`src/rtl/mouse_accum.sv`:
```
// Accumulates HPS PS/2 mouse packets into saturating signed X/Y deltas and serves Sega-mouse snapshots on TAKE; optional idle flush via MOUSE_IDLE_TIMEOUT_EN.
// Latency: a packet is absorbed at the first edge after its toggle changes; TAKE in cycle n gives MOUSE_OUT valid in cycle n+1.
// Backpressure: none; packets are never dropped, and TAKE arriving during the one-cycle snapshot state is ignored.
module mouse_accum #(
    parameter int ACC_W     = 10,
    parameter int TIMEOUT_W = 20
) (
    input  logic        CLK,
    input  logic        RESET_N,
    input  logic        CE,
    input  logic [24:0] PS2_MOUSE,
    input  logic [2:0]  OPT,
    input  logic        TAKE,
    output logic [24:0] MOUSE_OUT,
    output logic        PENDING
);

    localparam logic [1:0] S_IDLE = 2'd0;
    localparam logic [1:0] S_ACC  = 2'd1;
    localparam logic [1:0] S_SNAP = 2'd2;

    localparam logic signed [ACC_W-1:0] ACC_MAX = {1'b0, {(ACC_W-1){1'b1}}};
    localparam logic signed [ACC_W-1:0] ACC_MIN = {1'b1, {(ACC_W-1){1'b0}}};

    function automatic logic signed [ACC_W-1:0] ext9(input logic [8:0] v);
        return {{(ACC_W-9){v[8]}}, v};
    endfunction

    function automatic logic signed [ACC_W-1:0] sat_add(input logic signed [ACC_W-1:0] a,
                                                        input logic signed [ACC_W-1:0] b);
        logic [ACC_W:0] s;
        s = {a[ACC_W-1], a} + {b[ACC_W-1], b};
        if (s[ACC_W] != s[ACC_W-1])
            return s[ACC_W] ? ACC_MIN : ACC_MAX;
        return s[ACC_W-1:0];
    endfunction

    // Returns {ovf, sign, magnitude[7:0]}; -256 fits the 9-bit Sega range, +256 does not.
    function automatic logic [9:0] encode_axis(input logic signed [ACC_W-1:0] a);
        logic [ACC_W-1:0] mag;
        logic             ovf;
        mag = a[ACC_W-1] ? ACC_W'(-a) : ACC_W'(a);
        ovf = a[ACC_W-1] ? (mag > ACC_W'(256)) : (mag > ACC_W'(255));
        return {ovf, a[ACC_W-1], ovf ? 8'hFF : mag[7:0]};
    endfunction

    logic [1:0]              state_q, state_d;
    logic signed [ACC_W-1:0] acc_x_q, acc_y_q, acc_x_d, acc_y_d;
    logic signed [ACC_W-1:0] dx, dy, dy_raw, base_x, base_y;
    logic [2:0]              btn_q, btn_d, btn_pkt;
    logic                    chg_q, chg_d, pend_d;
    logic                    tog_q, armed_q;
    logic                    pkt, take_fire, tmo, clr;
    logic [24:0]             out_q;
    logic [9:0]              enc_x, enc_y;
    logic [2:0]              unused_ps2;

    assign unused_ps2 = {PS2_MOUSE[7:6], PS2_MOUSE[3]};

`ifdef MOUSE_IDLE_TIMEOUT_EN
    logic [TIMEOUT_W-1:0] tmo_cnt_q;

    // Wraps to zero on terminal count, which doubles as the restart.
    always_ff @(posedge CLK or negedge RESET_N) begin
        if (!RESET_N)
            tmo_cnt_q <= '0;
        else if (TAKE)
            tmo_cnt_q <= '0;
        else if (CE)
            tmo_cnt_q <= tmo_cnt_q + 1'b1;
    end

    assign tmo = CE && !TAKE && (&tmo_cnt_q);
`else
    localparam int unused_timeout_w = TIMEOUT_W;
    logic unused_ce;
    assign unused_ce = CE;
    assign tmo       = 1'b0;
`endif

    always_comb begin
        // armed_q masks the first edge after reset so a held-high toggle is not seen as a packet
        pkt       = armed_q && (PS2_MOUSE[24] != tog_q);
        take_fire = TAKE && (state_q != S_SNAP);
        clr       = take_fire || tmo;

        dx     = ext9({PS2_MOUSE[4], PS2_MOUSE[15:8]});
        dy_raw = ext9({PS2_MOUSE[5], PS2_MOUSE[23:16]});
        dy     = OPT[0] ? -dy_raw : dy_raw;
        if (OPT[2]) begin
            dx = dx >>> 1;
            dy = dy >>> 1;
        end
        btn_pkt = OPT[1] ? {PS2_MOUSE[2], PS2_MOUSE[0], PS2_MOUSE[1]} : PS2_MOUSE[2:0];

        // A packet landing with a clear starts the fresh accumulation rather than being lost
        base_x  = clr ? '0 : acc_x_q;
        base_y  = clr ? '0 : acc_y_q;
        acc_x_d = pkt ? sat_add(base_x, dx) : base_x;
        acc_y_d = pkt ? sat_add(base_y, dy) : base_y;
        btn_d   = pkt ? btn_pkt : btn_q;
        chg_d   = (!clr && chg_q) || (pkt && (btn_pkt != btn_q));
        pend_d  = (acc_x_d != '0) || (acc_y_d != '0) || chg_d;

        state_d = state_q;
        if (take_fire)
            state_d = S_SNAP;
        else if (tmo)
            state_d = pend_d ? S_ACC : S_IDLE;
        else begin
            case (state_q)
                S_ACC:   state_d = S_ACC;
                default: state_d = pend_d ? S_ACC : S_IDLE;
            endcase
        end

        enc_x = encode_axis(acc_x_q);
        enc_y = encode_axis(acc_y_q);
    end

    always_ff @(posedge CLK or negedge RESET_N) begin
        if (!RESET_N) begin
            state_q <= S_IDLE;
            acc_x_q <= '0;
            acc_y_q <= '0;
            btn_q   <= '0;
            chg_q   <= 1'b0;
            tog_q   <= 1'b0;
            armed_q <= 1'b0;
            out_q   <= '0;
        end else begin
            tog_q   <= PS2_MOUSE[24];
            armed_q <= 1'b1;
            state_q <= state_d;
            acc_x_q <= acc_x_d;
            acc_y_q <= acc_y_d;
            btn_q   <= btn_d;
            chg_q   <= chg_d;
            if (take_fire)
                out_q <= {~out_q[24], enc_y[7:0], enc_x[7:0], enc_y[9], enc_x[9],
                          enc_y[8], enc_x[8], 1'b0, btn_q};
        end
    end

    assign MOUSE_OUT = out_q;
    assign PENDING   = (state_q == S_ACC);

endmodule

```
`config.mk`:
```
export PLATFORM = sky130hd
export DESIGN_NAME = mouse_accum
export DESIGN_NICKNAME = d
export VERILOG_FILES = /design/src/rtl/mouse_accum.sv
export SDC_FILE = /design/constraint.sdc
export NUM_CORES = 1
export LEC_CHECK = 0
export BUFFER_PORTS_ARGS = -buffer_cell sky130_fd_sc_hd__clkbuf_2
export CAP_MARGIN = 5
export CORE_ASPECT_RATIO = 0.6
export CORE_MARGIN = 4
export CORE_UTILIZATION = 59
export CTS_CLUSTER_DIAMETER = 100
export DETAILED_ROUTE_END_ITERATION = 16
export GPL_ROUTABILITY_DRIVEN = 0
export HOLD_SLACK_MARGIN = 0.06
export PLACE_DENSITY_LB_ADDON = 0.25
export RECOVER_POWER = 25
export SLEW_MARGIN = 20
export SYNTH_ARGS = -nofsm -noshare
export SYNTH_HDL_FRONTEND = slang
export SYNTH_SLANG_ARGS = --single-unit
```
`constraint.sdc`:
```
create_clock -name CLK -period 4.21 [get_ports CLK]
set_clock_uncertainty 0.15 [all_clocks]
set_input_delay 0.421 -clock CLK [delete_from_list [all_inputs] [get_ports CLK]]
set_output_delay 0.421 -clock CLK [all_outputs]
set_load 0.01 [all_outputs]
```
==> impl_results.md <==
- Cell Rows: 23
- Launching point of the worst reg2reg path: state_q[1]
- Hpwl dp: roughly 8000 um
- ANT nets after route: 0
- Crit share post-route: 0.959
- Area contributors post-synth: sky130_fd_sc_hd__dfrtp_1 31%, sky130_fd_sc_hd__ha_1 7.2%, sky130_fd_sc_hd__nand2_1 4.9%
- Effective utilization at floorplan: 0.616
- Critical Setup Path Class: input pin to flip-flop
- Most frequent cells in the layout: 55 x sky130_fd_sc_hd__nand2_1, 52 x sky130_fd_sc_hd__dfrtp_1, 47 x sky130_fd_sc_hd__nor2_1
- Share of flip-flops with an asynchronous set or reset: 1.00
- Largest net degree at the start of global routing: 43
- Clock buffer count from CTS: 5
- Post-synth EDFFs: 0
- Wirelength, routed: around 10000 um
- Hold WC Path Type: input pin to flip-flop
- Cell variety after synth: 70
- Category of the worst setup path launch point: input pin
- Top-level I/O count: 58
- Skew-Pair Late Insertion Delay: about 300 ps
- Sum Neg Setup Slack: 0 ps
- First drt pass iteration count: 4
- Number of flip-flops and latches in the synthesized netlist: 52
- Number of max-cap violations: 0
- Count of cells along the worst register-to-register path: 14
- Critical-path cell list: clkbuf_2 > or3_4 > or3_4 > o31ai_4 > xnor2_2 > nor2_1 > a21oi_1 > ha_1 > and2_1 > and3_1 > a221oi_2 > xor2_1 > buf_4 > a21oi_2 > a221oi_2 > nand4_1 > nor4_2 > a31oi_1
- Number of buffers between clock root and the deepest sink: 2
- Highest net fanout along the worst path: 6
- Wire per inst: 16.3 um
- Number of failing hold endpoints at the final stage: 0
- Total power density per cell area: between 500 and 600 mW/mm^2
- Per-cell via count in the routed design: ~6.0
- Total grt overflow: 0
- Synth Area per Inst: between 8 and 9 um^2
- First-pass GRT wire length: 17300 um
- Cell depth of the worst hold path: 1
- H-tree levels: 2
- Post-synthesis sequential area ratio: 0.311
- Peak per-stage delay on the critical path: 400 ps
- Least setup slack across all paths after layout: between 150 and 200 ps
- Endpoint of the worst hold-timing path: tog_q
- DRC marker count from the first detailed-route iteration: approximately 360
- Endpoint class of the critical path: flip-flop
- Die Width: 117 um
- Initial antenna violation count: 0
- Max-slew violation total from the final report: 0
- Top-area cell type share of the netlist area: 0.311
- Count of clock tree sinks: 52
- Count of synthesis-stage warnings from yosys: 0
- Diode insertion count for antenna repair: 0
- Clock tree from TritonCTS: built
- Standard cell core area: 0.00679 mm^2
- Normalized max-slew margin: 0.489
- Worst-margin pin slew: between 700 and 800 ps
- Layout cells sized above 1: 0.188
- Worst reg2reg endpoint: state_q[0]
- Clock tree root driver cell: sky130_fd_sc_hd__clkbuf_16
- Residual DRC count: 0
- Vias in the first global route: 3658
- Die Y-Extent: 73.2 um
- Slowest stage cell on the critical path: sky130_fd_sc_hd__or3_4
- Most frequent standard cell in the layout excluding fill and tap cells: sky130_fd_sc_hd__nand2_1
- Result of the run: finished clean
- Hold Startpoint: PS2_MOUSE[24]
- All-layer global routing usage: 0.254
- Post-synthesis net count: ~550
- Arrival time of the worst setup path: just over 4000 ps
- Setup slack of the most critical reg-to-reg path: between 400 and 500 ps
- Input/output buffers: 52
- Clock edge transition at the registers on the reported setup and hold paths: approximately 70 ps
- Leak pwr: ~2.1 nW
- Cell accounting for the most synthesized area: sky130_fd_sc_hd__dfrtp_1
- Achievable Freq: 248 MHz
- Via total after detailed routing: around 3800
- Placement-stage worst setup slack: -205 ps
- Number of instances in the synthesized netlist: 490
- Die outline area: roughly 0.0085 mm^2
- Final min period: 4040 ps
- Number of nets at the end of the flow: ~600
- Primary FF master, synth: sky130_fd_sc_hd__dfrtp_1
- IR drop worst, VDD: between 0.2 and 0.25 mV
- Cell area after technology mapping: between 0.004 and 0.005 mm^2
- Data required time at the worst endpoint: 4240 ps
- Layout overhead on the synthesized area: 14.6%
- # setup viols final: 0
[report_power, final]
part | switching, W | internal, W | leakage, nW
Clock | 0.000184 | 0.000237 | 0.0701
Combinational | 0.000780 | 0.000612 | 1.45
Sequential | 0.000174 | 0.000670 | 0.624
Total | 0.00114 | 0.00152 | 2.14
[worst max path at each step]
stage,depth (start not counted),from,to
6_report,18,PS2_MOUSE[17],state_q[0]
5_1_grt,17,PS2_MOUSE[17],state_q[0]
4_1_cts,17,PS2_MOUSE[17],state_q[0]
3_5_place_dp,17,PS2_MOUSE[17],state_q[0]
3_3_place_gp,18,PS2_MOUSE[17],state_q[0]
2_1_floorplan,17,PS2_MOUSE[17],state_q[0]
[critical path, delay by kind of cell]
family / cells / cell delay (ps)
AOI/OAI and AO/OA: 6 / 1200
xor gates and xnor gates: 2 / 320
adders and majority gates: 1 / 250
buffers and inverters: 2 / 240
and+or+nand+nor: 7 / 1630
[logic make-up after synthesis]
kind of cell / share of synthesized area
DFF: 0.311
xor gates and xnor gates: 0.0817
other: 0.00180
buffers and inverters: 0.0485
muxes: 0.0365
and+or+nand+nor: 0.216
adders and majority gates: 0.0862
AOI/OAI and AO/OA: 0.218
[metrics by stage]
stage | instance area (um^2) | power, W | util | hold WS [ps] | std cells
global placement | 4590 | 0.00214 | 0.676 | 150 | 628
CTS | 4750 | 0.00264 | 0.700 | 102 | 637
global route | 4790 | 0.00285 | 0.706 | 118 | 639
floorplan | 4190 | 0.00178 | - | -24.6 | 490
finish | 4790 | 0.00266 | 0.706 | 113 | 639
detailed placement | 4590 | 0.00221 | 0.676 | 158 | 628
[registers in the layout, summed over array words and instances (netlist names)]
register	cells
acc_x_q	10
MOUSE_OUT	24
armed_q	1
btn_q	3
state_q	2
chg_q	1
acc_y_q	10
tog_q	1
[cell type report]
class / instances / area [um^2]
clock buffer: 7 / 143
tap: 87 / 109
sequential: 52 / 1300
fill: 567 / 2000
multi-input combinational: 398 / 2730
timing repair buffer: 76 / 430
clock inverter: 1 / 7.51
inverter: 18 / 67.6
[cells in the mapped netlist, types with 6 or more instances]
master,n
sky130_fd_sc_hd__a21oi_1,39
sky130_fd_sc_hd__a31oi_1,7
sky130_fd_sc_hd__and2_1,16
sky130_fd_sc_hd__clkbuf_1,15
sky130_fd_sc_hd__dfrtp_1,52
sky130_fd_sc_hd__ha_1,24
sky130_fd_sc_hd__inv_1,18
sky130_fd_sc_hd__mux2_2,10
sky130_fd_sc_hd__nand2_1,55
sky130_fd_sc_hd__nand2b_1,6
sky130_fd_sc_hd__nand3_1,10
sky130_fd_sc_hd__nor2_1,48
sky130_fd_sc_hd__nor2b_1,8
sky130_fd_sc_hd__nor3_1,10
sky130_fd_sc_hd__o21ai_0,30
sky130_fd_sc_hd__o31ai_1,7
sky130_fd_sc_hd__xnor2_1,19
sky130_fd_sc_hd__xor2_1,20
[metal layers]
| metal | global-route usage | part of all wire |
|---|---|---|
| met1 | 0.361 | 0.46 |
| met2 | 0.405 | 0.46 |
| met3 | 0.0464 | 0.061 |
| met4 | 0.0573 | 0.012 |
| met5 | 0 | 0 |
[what timing repair did]
action / in CTS / in global routing
hold endpoints to repair: 10 / 0
endpoints found under the setup margin: 0 / 1
resized for setup: 0 / 9
buffers inserted: 0 / 2
hold buffers: 1 / 0
(Power assumes the default switching activity.)
